===== config.mk =====
export PLATFORM = sky130hd
export DESIGN_NAME = sdram_record_reader_flat
export DESIGN_NICKNAME = d
export VERILOG_FILES = /design/src/rtl/sdram_pkg.sv /design/src/rtl/sdram_record_reader_if.sv /design/src/rtl/sdram_record_reader_addr_ptr.sv /design/src/rtl/sdram_record_reader.sv /design/src/flat_wrapper.sv
export SDC_FILE = /design/constraint.sdc
export NUM_CORES = 1
export LEC_CHECK = 0
export ABC_AREA = 1
export CORE_MARGIN = 2
export CORE_UTILIZATION = 65
export DETAILED_ROUTE_END_ITERATION = 6
export DONT_BUFFER_PORTS = 1
export PLACE_DENSITY_LB_ADDON = 0.1
export SYNTH_ARGS = -nofsm -noshare
export SYNTH_HDL_FRONTEND = slang
export SYNTH_HIERARCHICAL = 1
export SYNTH_SLANG_ARGS = --single-unit

===== constraint.sdc =====
create_clock -name CLK_48MHZ -period 7.5 [get_ports CLK_48MHZ]
set_input_delay 0.75 -clock CLK_48MHZ [delete_from_list [all_inputs] [get_ports CLK_48MHZ]]
set_output_delay 0.75 -clock CLK_48MHZ [all_outputs]
set_load 0.05 [all_outputs]

===== src/rtl/sdram_pkg.sv =====
// Definitions shared by the SDRAM read and write paths: record tags, types,
// payload lengths and the {ROW, BA, COL} split of a linear address.
package sdram_pkg;

    localparam int SDRAM_ADDR_W = 24;

    localparam logic [3:0] TAG_GEIG = 4'h1;
    localparam logic [3:0] TAG_MAG  = 4'h2;

    localparam logic [2:0] LEN_GEIG = 3'd3;
    localparam logic [2:0] LEN_MAG  = 3'd5;

    typedef enum logic [1:0] {
        REC_NONE = 2'b00,
        REC_GEIG = 2'b01,
        REC_MAG  = 2'b10
    } rec_type_e;

    typedef enum logic [1:0] {
        ST_IDLE,
        ST_ISSUE,
        ST_WAIT,
        ST_PRESENT
    } rd_state_e;

    // Field order matches the linear layout {ROW[12:0], BA[1:0], COL[8:0]}.
    typedef struct packed {
        logic [12:0] row;
        logic [1:0]  ba;
        logic [8:0]  col;
    } sdram_addr_t;

    function automatic sdram_addr_t split_addr(input logic [SDRAM_ADDR_W-1:0] a);
        return sdram_addr_t'(a);
    endfunction

endpackage


===== src/rtl/sdram_record_reader_if.sv =====
// Bus bundle between the record reader, the SDRAM interface and the
// downlink formatter. master = reader side, slave = everything around it.
interface sdram_record_reader_if;
    import sdram_pkg::*;

    logic [SDRAM_ADDR_W-1:0] WR_ADDR;
    logic                    RD_REQ;
    logic [1:0]              RD_BA;
    logic [8:0]              RD_COL;
    logic [12:0]             RD_ROW;
    logic                    RD_ACK;
    logic [15:0]             RD_DATA;
    logic                    RD_VALID;
    logic [79:0]             REC_DATA;
    logic [1:0]              REC_TYPE;
    logic                    REC_VALID;
    logic                    REC_READY;
    logic [SDRAM_ADDR_W-1:0] RD_PTR;
    logic                    ERR_TAG;
    logic                    ERR_TIMEOUT;

    modport master (
        input  WR_ADDR, RD_ACK, RD_DATA, RD_VALID, REC_READY,
        output RD_REQ, RD_BA, RD_COL, RD_ROW, REC_DATA, REC_TYPE,
        output REC_VALID, RD_PTR, ERR_TAG, ERR_TIMEOUT
    );

    modport slave (
        output WR_ADDR, RD_ACK, RD_DATA, RD_VALID, REC_READY,
        input  RD_REQ, RD_BA, RD_COL, RD_ROW, REC_DATA, REC_TYPE,
        input  REC_VALID, RD_PTR, ERR_TAG, ERR_TIMEOUT
    );

endinterface


===== src/rtl/sdram_record_reader_addr_ptr.sv =====
// Wrapping linear read pointer with the empty compare against the writer
// and the {ROW, BA, COL} field split of the current address.
module sdram_addr_ptr
    import sdram_pkg::*;
#(
    parameter int                ADDR_W     = 24,
    parameter logic [ADDR_W-1:0] ADDR_LIMIT = 24'hFFFFFF
) (
    input  logic              clk,
    input  logic              rst,
    input  logic              adv,
    input  logic [ADDR_W-1:0] wr_addr,
    output logic [ADDR_W-1:0] ptr,
    output logic              empty,
    output sdram_addr_t       fields
);

    logic [ADDR_W-1:0] ptr_q;
    logic [ADDR_W-1:0] ptr_d;

    always_comb begin
        ptr_d = ptr_q;
        if (adv) begin
            ptr_d = (ptr_q == ADDR_LIMIT) ? '0 : ptr_q + 1'b1;
        end
    end

    always_ff @(posedge clk or posedge rst) begin
        if (rst) begin
            ptr_q <= '0;
        end else begin
            ptr_q <= ptr_d;
        end
    end

    assign ptr    = ptr_q;
    assign empty  = (ptr_q == wr_addr);
    assign fields = split_addr(ptr_q);

endmodule


===== src/rtl/sdram_record_reader.sv =====
// Reads SDRAM words behind the writer and rebuilds Geiger/magnetometer records.
// Optional read timeout/reissue: define READBACK_TIMEOUT_EN.
module sdram_record_reader
    import sdram_pkg::*;
#(
    parameter int                ADDR_W      = 24,
    parameter logic [ADDR_W-1:0] ADDR_LIMIT  = 24'hFFFFFF,
    parameter int                TIMEOUT_CYC = 255
) (
    input logic                   CLK_48MHZ,
    input logic                   RESET,
    sdram_record_reader_if.master bus
);

    rd_state_e   state_q;
    logic        rd_req_q;
    logic [2:0]  idx_q;
    logic [2:0]  len_q;
    logic [79:0] rec_data_q;
    rec_type_e   rec_type_q;
    logic        rec_valid_q;
    logic        err_tag_q;

    logic [ADDR_W-1:0] ptr;
    logic              empty;
    sdram_addr_t       fields;
    logic              adv;
    logic [3:0]        tag;
    logic [2:0]        slot;

    assign adv  = (state_q == ST_WAIT) && bus.RD_VALID;
    assign tag  = bus.RD_DATA[15:12];
    // First payload word goes to the most significant slot of the record.
    assign slot = len_q - idx_q;

    sdram_addr_ptr #(
        .ADDR_W     (ADDR_W),
        .ADDR_LIMIT (ADDR_LIMIT)
    ) u_ptr (
        .clk     (CLK_48MHZ),
        .rst     (RESET),
        .adv     (adv),
        .wr_addr (bus.WR_ADDR),
        .ptr     (ptr),
        .empty   (empty),
        .fields  (fields)
    );

`ifdef READBACK_TIMEOUT_EN
    localparam int TO_W = $clog2(TIMEOUT_CYC + 1);
    logic [TO_W-1:0] to_cnt_q;
    logic            err_to_q;
`endif

    always_ff @(posedge CLK_48MHZ or posedge RESET) begin
        if (RESET) begin
            state_q     <= ST_IDLE;
            rd_req_q    <= 1'b0;
            idx_q       <= '0;
            len_q       <= '0;
            rec_data_q  <= '0;
            rec_type_q  <= REC_NONE;
            rec_valid_q <= 1'b0;
            err_tag_q   <= 1'b0;
`ifdef READBACK_TIMEOUT_EN
            to_cnt_q    <= '0;
            err_to_q    <= 1'b0;
`endif
        end else begin
            err_tag_q <= 1'b0;
`ifdef READBACK_TIMEOUT_EN
            err_to_q  <= 1'b0;
`endif
            unique case (state_q)
                ST_IDLE: begin
                    if (!empty) begin
                        state_q  <= ST_ISSUE;
                        rd_req_q <= 1'b1;
                    end
                end
                ST_ISSUE: begin
                    if (bus.RD_ACK) begin
                        rd_req_q <= 1'b0;
                        state_q  <= ST_WAIT;
`ifdef READBACK_TIMEOUT_EN
                        to_cnt_q <= '0;
`endif
                    end
                end
                ST_WAIT: begin
                    if (bus.RD_VALID) begin
                        state_q <= ST_IDLE;
                        if (idx_q == 3'd0) begin
                            unique case (1'b1)
                                (tag == TAG_GEIG): begin
                                    len_q      <= LEN_GEIG;
                                    rec_type_q <= REC_GEIG;
                                    rec_data_q <= '0;
                                    idx_q      <= 3'd1;
                                end
                                (tag == TAG_MAG): begin
                                    len_q      <= LEN_MAG;
                                    rec_type_q <= REC_MAG;
                                    rec_data_q <= '0;
                                    idx_q      <= 3'd1;
                                end
                                default: err_tag_q <= 1'b1;
                            endcase
                        end else begin
                            rec_data_q[{slot, 4'b0000} +: 16] <= bus.RD_DATA;
                            if (idx_q == len_q) begin
                                state_q     <= ST_PRESENT;
                                rec_valid_q <= 1'b1;
                            end else begin
                                idx_q <= idx_q + 3'd1;
                            end
                        end
                    end
`ifdef READBACK_TIMEOUT_EN
                    // Pointer untouched, so the reissue reads the same word.
                    else if (to_cnt_q == TO_W'(TIMEOUT_CYC - 1)) begin
                        err_to_q <= 1'b1;
                        to_cnt_q <= '0;
                        state_q  <= ST_ISSUE;
                        rd_req_q <= 1'b1;
                    end else begin
                        to_cnt_q <= to_cnt_q + 1'b1;
                    end
`endif
                end
                ST_PRESENT: begin
                    if (bus.REC_READY) begin
                        rec_valid_q <= 1'b0;
                        idx_q       <= '0;
                        state_q     <= ST_IDLE;
                    end
                end
            endcase
        end
    end

    assign bus.RD_REQ    = rd_req_q;
    assign bus.RD_ROW    = fields.row;
    assign bus.RD_BA     = fields.ba;
    assign bus.RD_COL    = fields.col;
    assign bus.RD_PTR    = ptr;
    assign bus.REC_DATA  = rec_data_q;
    assign bus.REC_TYPE  = rec_type_q;
    assign bus.REC_VALID = rec_valid_q;
    assign bus.ERR_TAG   = err_tag_q;
`ifdef READBACK_TIMEOUT_EN
    assign bus.ERR_TIMEOUT = err_to_q;
`else
    assign bus.ERR_TIMEOUT = 1'b0;
`endif

endmodule


===== src/flat_wrapper.sv =====
// flat-port wrapper written by rule: the top's interface ports become plain ports
module sdram_record_reader_flat import sdram_pkg::*;
#(
    parameter int                ADDR_W      = 24,
    parameter logic [ADDR_W-1:0] ADDR_LIMIT  = 24'hFFFFFF,
    parameter int                TIMEOUT_CYC = 255
)
  (CLK_48MHZ, RESET, bus_WR_ADDR, bus_RD_ACK, bus_RD_DATA, bus_RD_VALID, bus_REC_READY, bus_RD_REQ, bus_RD_BA, bus_RD_COL, bus_RD_ROW, bus_REC_DATA, bus_REC_TYPE, bus_REC_VALID, bus_RD_PTR, bus_ERR_TAG, bus_ERR_TIMEOUT);
  sdram_record_reader_if bus_i ();
  input logic CLK_48MHZ;
  input logic RESET;
  input wire logic [$bits(bus_i.WR_ADDR)-1:0] bus_WR_ADDR;
  input wire logic [$bits(bus_i.RD_ACK)-1:0] bus_RD_ACK;
  input wire logic [$bits(bus_i.RD_DATA)-1:0] bus_RD_DATA;
  input wire logic [$bits(bus_i.RD_VALID)-1:0] bus_RD_VALID;
  input wire logic [$bits(bus_i.REC_READY)-1:0] bus_REC_READY;
  output wire logic [$bits(bus_i.RD_REQ)-1:0] bus_RD_REQ;
  output wire logic [$bits(bus_i.RD_BA)-1:0] bus_RD_BA;
  output wire logic [$bits(bus_i.RD_COL)-1:0] bus_RD_COL;
  output wire logic [$bits(bus_i.RD_ROW)-1:0] bus_RD_ROW;
  output wire logic [$bits(bus_i.REC_DATA)-1:0] bus_REC_DATA;
  output wire logic [$bits(bus_i.REC_TYPE)-1:0] bus_REC_TYPE;
  output wire logic [$bits(bus_i.REC_VALID)-1:0] bus_REC_VALID;
  output wire logic [$bits(bus_i.RD_PTR)-1:0] bus_RD_PTR;
  output wire logic [$bits(bus_i.ERR_TAG)-1:0] bus_ERR_TAG;
  output wire logic [$bits(bus_i.ERR_TIMEOUT)-1:0] bus_ERR_TIMEOUT;
  assign bus_i.WR_ADDR = bus_WR_ADDR;
  assign bus_i.RD_ACK = bus_RD_ACK;
  assign bus_i.RD_DATA = bus_RD_DATA;
  assign bus_i.RD_VALID = bus_RD_VALID;
  assign bus_i.REC_READY = bus_REC_READY;
  assign bus_RD_REQ = bus_i.RD_REQ;
  assign bus_RD_BA = bus_i.RD_BA;
  assign bus_RD_COL = bus_i.RD_COL;
  assign bus_RD_ROW = bus_i.RD_ROW;
  assign bus_REC_DATA = bus_i.REC_DATA;
  assign bus_REC_TYPE = bus_i.REC_TYPE;
  assign bus_REC_VALID = bus_i.REC_VALID;
  assign bus_RD_PTR = bus_i.RD_PTR;
  assign bus_ERR_TAG = bus_i.ERR_TAG;
  assign bus_ERR_TIMEOUT = bus_i.ERR_TIMEOUT;
  sdram_record_reader #(.ADDR_W(ADDR_W), .ADDR_LIMIT(ADDR_LIMIT), .TIMEOUT_CYC(TIMEOUT_CYC)) u_core (.CLK_48MHZ(CLK_48MHZ), .RESET(RESET), .bus(bus_i));
endmodule

Word-level counts from Yosys, hierarchy flattened
Cells that the tools add are included.
W data, S select, Z words.
Storage, ports and cells
  logic and storage cells: 76
  bits in registers: 117
  input port bits: 45
  output and inout port bits: 134
Cells by class
  muxes and demuxes: 31
  reductions and logical operators: 13
  eq/ne operators: 17
  add/sub/neg operators: 4
  shift operators: 2
Operator list (number)
  $mux W80: 2
  $bwmux W80: 1
  $shift A16 B9 Y80 const A: 1
  $shiftx A16 B9 Y80: 1
  $add A24 B1 Y24 const B: 1
  $eq A24 B24 Y1: 1
  $eq A24 B24 Y1 const B: 1
  $mux W24: 1
  $mux W3: 5
  $ne A2 B2 Y1 const B: 7
  $mux W2: 6
  $pmux W3 S2: 2
  $mux W1: 10
  $reduce_and A5 Y1: 2
  $neg A7 Y9: 1
  $pmux W2 S4: 1
  $reduce_and A4 Y1: 2
  $ne A3 B3 Y1 const B: 2
  $reduce_and A3 Y1: 2
  $reduce_bool A2 Y1: 3
  $eq A2 B2 Y1 const B: 2
  $eq A4 B1 Y1 const B: 1
  $eq A4 B2 Y1 const B: 1
  $pmux W1 S2: 2
  9 further kinds: 9

Longest topological paths before layout
Gate-level depths: netlist of run 1.
  depth after elaboration: 6
  depth in mapped cells: 17
  gate-level depth less buffers: 16

Cells and area by module
The synthesis of run 1 kept the hierarchy.
Modules (own cells, without submodules)
  sdram_record_reader: area an instance 4468.0 sq um, sequential area each 2277.2 sq um, cells an instance 559, instances 1
  sdram_addr_ptr: area an instance 2047.0 sq um, sequential area each 600.6 sq um, cells an instance 294, instances 1

Worst setup path before layout of run 1
No wires, ideal clock.
  kind: flip-flop to flip-flop
  from: reg u_core.len_q[0]
  to: reg u_core.rec_data_q[67], in the netlist u_core/bus.REC_DATA[67]
  buffers on the path: 1
  required time: 7.381 ns
  slack: 4.641 ns
  stages on the path, launching flop included: 16
  period minus slack after synthesis: 2.859 ns
  library setup time: 0.119 ns
  data arrival time: 2.740 ns
  path through: dfrtp_1 -> inv_1 -> ha_1 -> inv_1 -> fa_1 -> inv_1 -> ha_1 -> ha_1 -> clkinv_1 -> nor3_4 -> nand2_4 -> nand2_4 -> nand2_4 -> buf_6 -> nand2_1 -> nand2_1
On the way
  longest elaborated chain between the ends: 5
  elaborated cells on any way between the ends: 6
  classes of those cells: add/sub (2); shift (2); mux (2)
RTL lines
  start, declared: line sdram_record_reader.sv:18  | logic [2:0] len_q;
  start signal, assigned: line sdram_record_reader.sv:60  | len_q <= '0;
  start signal, assigned: line sdram_record_reader.sv:96  | len_q <= LEN_GEIG;
  start signal, assigned: line sdram_record_reader.sv:102  | len_q <= LEN_MAG;
  $sub A3 B3 Y3 (*): line sdram_record_reader.sv:34  | assign slot = len_q - idx_q;
  $neg A7 Y9 (*): line sdram_record_reader.sv:110  | rec_data_q[{slot, 4'b0000} +: 16] <= bus.RD_DATA;
  $shiftx A16 B9 Y80 / $shift A16 B9 Y80 (equally long branches): line sdram_record_reader.sv:110
  $bwmux W80 (*): line sdram_record_reader.sv:110
  $mux W80 (*): line sdram_record_reader.sv:93  | if (idx_q == 3'd0) begin
  end signal, assigned by index: line sdram_record_reader.sv:110
  end, declared: line sdram_record_reader.sv:19  | logic [79:0] rec_data_q;
Mark *: on every way between the ends. The rest lies on a longest branch, timed or not.
A chain may end at the register's enable or synchronous reset.

Final worst setup path of run 1
  from: reg u_core.len_q[1]
  to: reg u_core.rec_data_q[29], in the netlist u_core/bus.REC_DATA[29]
The elaborated chain is that of the path after synthesis.

==> results of run 1 <==
-- through the flow --
| stage | worst slack [ns] | instances | hold slack [ns] | util (%) | area [um^2] |
|---|---|---|---|---|---|
| 2_1_floorplan | 4.39 | 853 | 0.426 | - | 6520 |
| 3_3_place_gp | 4.19 | 939 | 0.451 | 65.5 | 6370 |
| 3_5_place_dp | 4.06 | 939 | 0.455 | 65.5 | 6370 |
| 4_1_cts | 4.02 | 971 | 0.370 | 72.6 | 7060 |
| 5_1_grt | 3.81 | 971 | 0.380 | 72.6 | 7060 |
| 6_report | 4.02 | 971 | 0.349 | 72.6 | 7060 |
-- cells in the mapped netlist, types with 2 or more instances --
cell	count
a21oi_1	2
a31oi_1	2
buf_2	15
buf_4	27
buf_6	3
clkbuf_1	4
clkinv_1	2
dfrtp_1	115
ha_1	8
inv_1	58
inv_2	6
nand2_1	310
nand2_2	19
nand2_4	10
nand3_1	60
nand3_2	2
nand4_1	24
nor2_1	105
nor2_2	11
nor2_4	5
nor3_1	7
nor3_4	2
o21ai_0	11
o31ai_4	2
or2_2	2
xnor2_1	8
xor2_1	20
-- flip-flops by register name, summed over array words and instances (netlist names) --
| register | count |
|---|---|
| u_core/bus.ERR_TAG | 1 |
| u_core/bus.RD_REQ | 1 |
| u_core/bus.REC_DATA | 80 |
| u_core/bus.REC_TYPE | 1 |
| u_core/bus.REC_VALID | 1 |
| u_core/idx_q | 3 |
| u_core/len_q | 2 |
| u_core/state_q | 2 |
| u_core/u_ptr/fields | 24 |
-- cell families after synthesis --
| kind of cell | share of synthesized area (%) |
|---|---|
| simple gates | 38.8 |
| buf+inv | 9.08 |
| flops | 44.2 |
| xor+xnor | 3.76 |
| compound gates | 2.29 |
| fa+ha+maj | 1.84 |
| other cells | 0.0576 |
-- report_power, final --
part | total [mW] | leakage, nW | switching (mW) | internal [mW]
Combinational | 0.807 | 2.07 | 0.586 | 0.221
Clock | 0.940 | 0.339 | 0.275 | 0.665
Sequential | 1.41 | 1.52 | 0.664 | 0.750
Total | 3.16 | 3.93 | 1.52 | 1.64
-- metal layers --
layer  routed length, um  GRT usage (%)  vias to the layer above  part of all wire [%]
li1                    -              -                     2573                     -
met1                6380           37.6                     2615                    41
met4                 352           12.7                        0                   2.3
met5                   0              0                        -                     0
met3                1330           9.90                       33                   8.5
met2                7530           47.1                      244                    48
-- layout make-up --
type                            count  area (um^2)
Multi-Input combinational cell    620         3050
Sequential cell                   115         2880
Fill cell                         773         2670
Clock buffer                       22          463
Inverter                           68          263
Clock inverter                     10          225
Tap cell                          133          166
Timing Repair Buffer                3         22.5
-- worst min-delay path by stage --
stage                               start                      to  cells past startpoint
after floorplan           u_core/len_q[0]         u_core/len_q[0]                      2
after global placement    u_core/len_q[0]         u_core/len_q[0]                      2
after detailed placement  u_core/len_q[0]         u_core/len_q[0]                      2
after CTS                           RESET  u_core/u_ptr/fields[8]                      1
after global routing       bus_RD_DATA[9]  u_core/bus.REC_DATA[9]                      2
final                               RESET  u_core/u_ptr/fields[8]                      1
==> flow_summary.yaml, run 1 <==
global_routing:
  grt_max_degree: 92
  antenna_found_initial: 0
  first_global_vias: 5293
  grt_pass1_wl_mm: 25.8
  grtUsageTotal_pct: 29.8
  overflow: 0
finish:
  diodes: 0
  final_cell_mix: "nand2_1, dfrtp_1, nor2_1"
  synthToLayoutAreaGrowth_pct: 8.41
  nets: 879
  final_common_cell: "nand2_1"
  drive_gt1_share_pct: 11.9
floorplanning:
  die_area_mm2: 0.0108
  start_util_pct: 67.0
  core_area_mm2: 0.00973
  die_w_um: 104
  rows: 36
  ios: 179
  dieHeight_um: 104
setup_path:
  reg2regPathDepth: 9
  critPathRequiredTime_ns: 7.89
  cp_max_fo: 17
  critPathMaxStageDelay_ns: 0.69
  cp.buffers_inverters: 2
  timing.rr.end: "u_core/bus.REC_DATA[29]"
  worstSetupEndpointType: "flop"
  crit_type: "flop to flop"
  critPathTopFamily: "adder cells"
  critPathLaunch: "u_core/len_q[1]"
  endpoint: "u_core/bus.REC_DATA[29]"
  r2r_slack_ns: 4.02
  crit_arrival_ns: 3.87
  cp.depth: 9
  start_kind: "flop"
  crit_chain: "fa_1 > inv_1 > ha_1 > ha_1 > clkinv_1 > o31ai_4 > nand2_2 > nand2_1 > nand2_1"
  cp_slowest_cell: "o31ai_4"
  r2r-start: "u_core/len_q[1]"
placement:
  hpwl_mm: 11.1
  portBuffers: 0
  place.gp.congestion: 0.913
route:
  ant_nets: 0
  routed_via_density: 5.63
  wl_mm: 15.6
  vias: 5465
  dr.first_iter.drc_count: 408
  drcViolationCount: 0
  wl_per_cell_um: 16.1
  firstDrtPassIters: 5
cts:
  cts.clk_slew.worst_paths_ns: 0.06
  cts_tree: "done"
  numCtsBuffers: 17
  cts_buffer_depth: 2
  post_cts_buffers: 0
  clk_latency_ns: 0.51
  holdBufCountCts: 0
  clock_sinks: 115
  htreeDepth: 4
  cts_root_buffer: "clkbuf_8"
  cts_resized: 0
logic_synthesis:
  netlist.area_leader.share_pct: 44.2
  netlist_top_cells_area: "dfrtp_1, nand2_1, nor2_1, nand3_1, inv_1"
  async_reset_ff_share_pct: 100
  synth-main-ff-cell: "dfrtp_1"
  synth_edf_count: 0
  synth_area_mm2: 0.00651
  synth_seq_cells: 115
  synth_warnings: 6
  syn_nets: 907
  synth_area_leader_cell: "dfrtp_1"
  synth_cell_types: 40
  synth-seq-area-share_pct: 44.2
  syn_area_per_cell_um2: 7.64
  syn_inst: 853
power:
  max-vdd-ir-drop_uv: 271
  finalPower_mw: 3.16
  powerDensity_mw_per_mm2: 448
  power.leakage_nw: 3.93
sta:
  rsz0062_at_grt: "no"
  setup_viol: 0
  post-route-period-util_pct: 46.4
  period_minus_slack_ns: 3.48
  fin_tns_setup_ns: 0
  hold_viol_final: 0
  max_freq_mhz: 287
  fin_skew_ns: 0.00727
  tightest_slew_ns: 1.13
  max-slew-margin-rel_pct: 24.8
  drv_slew: 0
job:
  drv_cap: 0
hold_path:
  hp-class: "primary input to async pin"
outcome:
  status: "finished clean"
(Power assumes the default switching activity.)
==> run 2: changes to the inputs <==
--- a/config.mk
+++ b/config.mk
@@ -7,7 +7,7 @@
 export LEC_CHECK = 0
 export ABC_AREA = 1
 export CORE_MARGIN = 2
-export CORE_UTILIZATION = 65
+export CORE_UTILIZATION = 58
 export DETAILED_ROUTE_END_ITERATION = 6
 export DONT_BUFFER_PORTS = 1
 export PLACE_DENSITY_LB_ADDON = 0.1
==> constraint.sdc (replaced) <==
create_clock -name CLK_48MHZ -period 3.2 [get_ports CLK_48MHZ]
set_input_delay 0.32 -clock CLK_48MHZ [delete_from_list [all_inputs] [get_ports CLK_48MHZ]]
set_output_delay 0.32 -clock CLK_48MHZ [all_outputs]
set_load 0.05 [all_outputs]
==> run 2 against run 1 <==
Net effect:
- core utilization shrank 5.2 points
- critical path type unchanged
- clock power grew 94%
- largest power group unchanged
- critical path depth grew 6
- total power grew 130%
==> flow_summary.yaml, run 2 (synthesis gave the netlist of run 1 again) <==
outcome:
  status: "finished clean"
sta:
  fin_tns_setup_ns: 0
  post-route-period-util_pct: 93.4
  max_freq_mhz: 334
  hold_ws_ns: 0.0314
  rsz0062_at_grt: "no"
  setup_viol: 0
  fin_skew_ns: 0.00724
  drv_slew: 0
  max-slew-margin-rel_pct: 34.1
  period_minus_slack_ns: 2.99
  tightest_slew_ns: 0.987
  hold_viol_final: 0
power:
  finalPower_mw: 7.27
  power.leakage_nw: 4.08
  max-vdd-ir-drop_uv: 682
  powerDensity_mw_per_mm2: 991
global_routing:
  grtUsageTotal_pct: 29.8
  grt_use_met3_pct: 10.9
  grtUsageMet1_pct: 35.9
  grt_pass1_wl_mm: 27.4
  overflow: 0
  grt.met2_usage_pct: 48.2
  first_global_vias: 5485
  grt_max_degree: 92
  antenna_found_initial: 0
  grt.busiest_layer: "met2"
route:
  drcViolationCount: 0
  wl_mm: 17.2
  dr.first_iter.drc_count: 547
  ant_nets: 0
  routed_via_density: 5.45
  wl_per_cell_um: 16.8
  vias: 5564
  firstDrtPassIters: 7
cts:
  cts_root_buffer: "clkbuf_8"
  cts.clk_slew.worst_paths_ns: 0.06
  cts_tree: "done"
  htreeDepth: 4
  clk_latency_ns: 0.53
  clock_sinks: 115
  cts_buffer_depth: 2
  numCtsBuffers: 17
placement:
  place.gp.congestion: 0.944
  portBuffers: 0
  hpwl_mm: 11.9
  dpl.cell_count: 979
finish:
  nets: 922
  fin_cells: 1021
  fin_util_pct: 67.4
  diodes: 0
  drive_gt1_share_pct: 15.1
  largest_reg_flops: 80
  synthToLayoutAreaGrowth_pct: 12.6
  final_common_cell: "nand2_1"
  final_cell_mix: "nand2_1, dfrtp_1, nor2_1"
setup_path:
  cp_max_fo: 16
  start_kind: "flop"
  crit_type: "flop to flop"
  crit_arrival_ns: 3.39
  r2r-start: "u_core/len_q[0]"
  worstSetupEndpointType: "flop"
  critPathLaunch: "u_core/len_q[0]"
  critPathRequiredTime_ns: 3.60
hold_path:
  hp-class: "primary input to flop"
  min-delay-start: "bus_RD_DATA[12]"
floorplanning:
  die_area_mm2: 0.0121
  rows: 38
  dieHeight_um: 110
  start_util_pct: 59.8
  die_w_um: 110
  ios: 179
  core_area_mm2: 0.0109
job:
  drv_cap: 0
==> run 2: critical path, cell delays in order, from the launching register on <==
cell        delay (ns)
dfrtp_1           0.36
inv_1             0.07
ha_1              0.15
inv_1             0.05
fa_1              0.49
inv_1             0.05
ha_1              0.19
ha_1              0.36
clkinvlp_4        0.24
nand4_1           0.16
inv_1             0.05
nand3_1           0.17
clkinvlp_4        0.15
buf_12            0.16
nand4_1           0.08
nand2_1           0.11
==> run 2: path summary, 6_finish.rpt <==
| kind | endpoint | cells past startpoint | slack, ns |
|---|---|---|---|
| worst max-delay path | u_core/bus.REC_DATA[2] | 15 | 0.21 |
| max in group asynchronous | u_core/u_ptr/fields[21] | 2 | 2.07 |
| worst max register to register | u_core/bus.REC_DATA[2] | 15 | 0.21 |
| worst min-delay path | u_core/bus.REC_TYPE[1] | 3 | 0.03 |
| worst min register to register | u_core/len_q[0] | 2 | 0.46 |
| min in group asynchronous | u_core/bus.REC_DATA[78] | 3 | 0.37 |
==> run 2: layer usage <==
| metal | vias to the layer above | part of all wire (%) |
|---|---|---|
| li1 | 2660 | - |
| met1 | 2620 | 40 |
| met2 | 254 | 47 |
| met3 | 30 | 11 |
| met4 | 0 | 2.0 |
| met5 | - | 0 |
==> run 2: per-stage QoR <==
step | setup WS (ns) | instance area (um^2)
detailed placement | 0.263 | 6640
floorplan | 0.341 | 6520
global route | 0.0245 | 7340
global placement | 0.400 | 6640
finish | 0.210 | 7340
CTS | 0.220 | 7300
==> run 2: where the power goes <==
part / internal [mW] / switching (mW)
Sequential: 1.77 / 1.28
Combinational: 0.660 / 1.75
Clock: 1.17 / 0.642
==> run 2: final cells by class <==
type	instances	area, um^2
Clock buffer	29	529
Clock inverter	3	40.0
Fill cell	890	3550
Inverter	68	270
Multi-Input combinational cell	620	3050
Sequential cell	115	2880
Tap cell	140	175
Timing Repair Buffer	46	393
==> run 2: repair_timing <==
item,in CTS,in global routing
endpoints found under the hold margin,123,0
setup endpoints to repair,0,6
hold buffers,9,0
gates resized for setup,0,3
setup buffers,0,1
==> run 3: changes to the inputs <==
--- a/config.mk
+++ b/config.mk
@@ -6,11 +6,13 @@
 export NUM_CORES = 1
 export LEC_CHECK = 0
 export ABC_AREA = 1
-export CORE_MARGIN = 2
+export CORE_MARGIN = 3
 export CORE_UTILIZATION = 58
+export CTS_CLUSTER_DIAMETER = 120
 export DETAILED_ROUTE_END_ITERATION = 6
 export DONT_BUFFER_PORTS = 1
 export PLACE_DENSITY_LB_ADDON = 0.1
+export RECOVER_POWER = 50
 export SYNTH_ARGS = -nofsm -noshare
 export SYNTH_HDL_FRONTEND = slang
 export SYNTH_HIERARCHICAL = 1
==> run 3 against run 2 <==
Net effect:
- the flow now finishes with violations (capacitance limit, slew limit)
- setup slack worse by 0.0081 ns
- clock skew is 0.00058 ns higher
- fmax shrank 0.27%
- register-to-register slack about the same
- via count is 0.20% lower
- total power down 2.7%
- global-route usage decreased by 2.5 points
- critical endpoint is now u_core/bus.REC_DATA[71]
- largest power group unchanged
- highest routed layer unchanged
==> flow_summary.yaml, run 3 (synthesis gave the netlist of run 1 again) <==
job:
  drv_cap: 1
sta:
  fin_tns_setup_ns: 0
  tightest_slew_ns: 2.20
  setup_viol: 0
  post-route-period-util_pct: 93.7
  hold_ws_ns: 0.0323
  setup_ws_ns: 0.202
  period_minus_slack_ns: 3.00
  max-slew-margin-rel_pct: -46.7
  rsz0062_at_grt: "no"
  drv_slew: 60
  fin_skew_ns: 0.00782
  max_freq_mhz: 334
  hold_viol_final: 0
floorplanning:
  die_w_um: 112
  die_area_mm2: 0.0125
  rows: 38
  core_area_mm2: 0.0109
  start_util_pct: 59.8
  ios: 179
  dieHeight_um: 112
finish:
  fillers: 908
  fin_util_pct: 66.4
  final_cell_mix: "nand2_1, dfrtp_1, nor2_1"
  diodes: 0
  drive_gt1_share_pct: 14.2
  largest_reg_flops: 80
  synthToLayoutAreaGrowth_pct: 11.0
  final_common_cell: "nand2_1"
  nets: 923
  fin_cells: 1021
  final_area_mm2: 0.00723
setup_path:
  crit_arrival_ns: 3.39
  r2r-start: "u_core/len_q[0]"
  cp_max_fo: 16
  reg2regPathDepth: 14
  start_kind: "flop"
  critPathLaunch: "u_core/len_q[0]"
  crit_type: "flop to flop"
  worstSetupEndpointType: "flop"
  critPathRequiredTime_ns: 3.60
cts:
  cts_tree: "done"
  cts_buffer_depth: 2
  cts.clk_slew.worst_paths_ns: 0.05
  numCtsBuffers: 17
  clock_sinks: 115
  clk_latency_ns: 0.52
  cts_root_buffer: "clkbuf_8"
  htreeDepth: 4
  cts_resized: 0
  post_cts_buffers: 0
route:
  routed_via_density: 5.44
  dr.first_iter.drc_count: 521
  firstDrtPassIters: 6
  wl_per_cell_um: 16.5
  wl_mm: 16.8
  drcViolationCount: 0
  vias: 5553
  ant_nets: 0
placement:
  hpwl_mm: 12.3
  dp_slack_ns: 0.214
  dpl.cell_count: 981
  place.gp.congestion: 0.916
  portBuffers: 0
  placed_area_mm2: 0.00665
global_routing:
  grtUsageTotal_pct: 27.3
  first_global_vias: 5368
  overflow: 0
  grt_pass1_wl_mm: 27.2
  antenna_found_initial: 0
  grt_max_degree: 60
power:
  powerDensity_mw_per_mm2: 978
  max-vdd-ir-drop_uv: 589
  finalPower_mw: 7.08
  power.leakage_nw: 4.05
hold_path:
  min-delay-start: "bus_RD_DATA[12]"
  hp-class: "primary input to flop"
  hold-path-cell-count: 3
outcome:
  status: "finished with violations"
  violations: "capacitance limit, slew limit"
[run 3: layer usage]
| layer | part of all wire (%) | global-route usage (%) | vias up |
|---|---|---|---|
| li1 | - | - | 2667 |
| met1 | 41 | 35.3 | 2619 |
| met2 | 46 | 41.8 | 240 |
| met3 | 10 | 10.9 | 27 |
| met4 | 1.8 | 10.1 | 0 |
| met5 | 0 | 0 | - |
[run 3: critical path: stages (launching register included)]
cell and delay, ns:
dfrtp_1 0.36, inv_1 0.07, ha_1 0.14, inv_1 0.05, fa_1 0.50, inv_1 0.05
ha_1 0.21, ha_1 0.33, clkinv_1 0.28, nor3_4 0.30, nand2_4 0.12, nand2_4 0.10
nand2_4 0.14, nand2_1 0.14, nand2_1 0.07
[run 3: what timing repair did]
action,CTS,global route
hold buffers,9,0
setup endpoints to repair,0,0
endpoints found under the hold margin,89,0
[run 3: final timing paths]
check / to / slack [ns]
min reg2reg: u_core/len_q[0] / 0.47
min: u_core/bus.REC_TYPE[1] / 0.03
max in group asynchronous: u_core/bus.REC_DATA[22] / 0.71
max: u_core/bus.REC_DATA[71] / 0.20
max reg2reg: u_core/bus.REC_DATA[71] / 0.20
min in group asynchronous: u_core/u_ptr/fields[15] / 0.53
[run 3: area by class of cell]
class,count,area [um^2],area share [%]
Clock buffer,25,464,6.42
Sequential cell,115,2880,39.8
Clock inverter,6,55.1,0.761
Multi-Input combinational cell,620,3050,42.1
Inverter,68,262,3.61
Tap cell,140,175,2.42
Timing Repair Buffer,47,355,4.91
[run 3: report_power, final]
group	internal, mW	leakage [nW]	total [mW]	switching, mW
Combinational	0.652	2.27	2.37	1.72
Clock	1.06	0.260	1.67	0.617
Sequential	1.77	1.52	3.03	1.27
Total	3.48	4.05	7.08	3.60
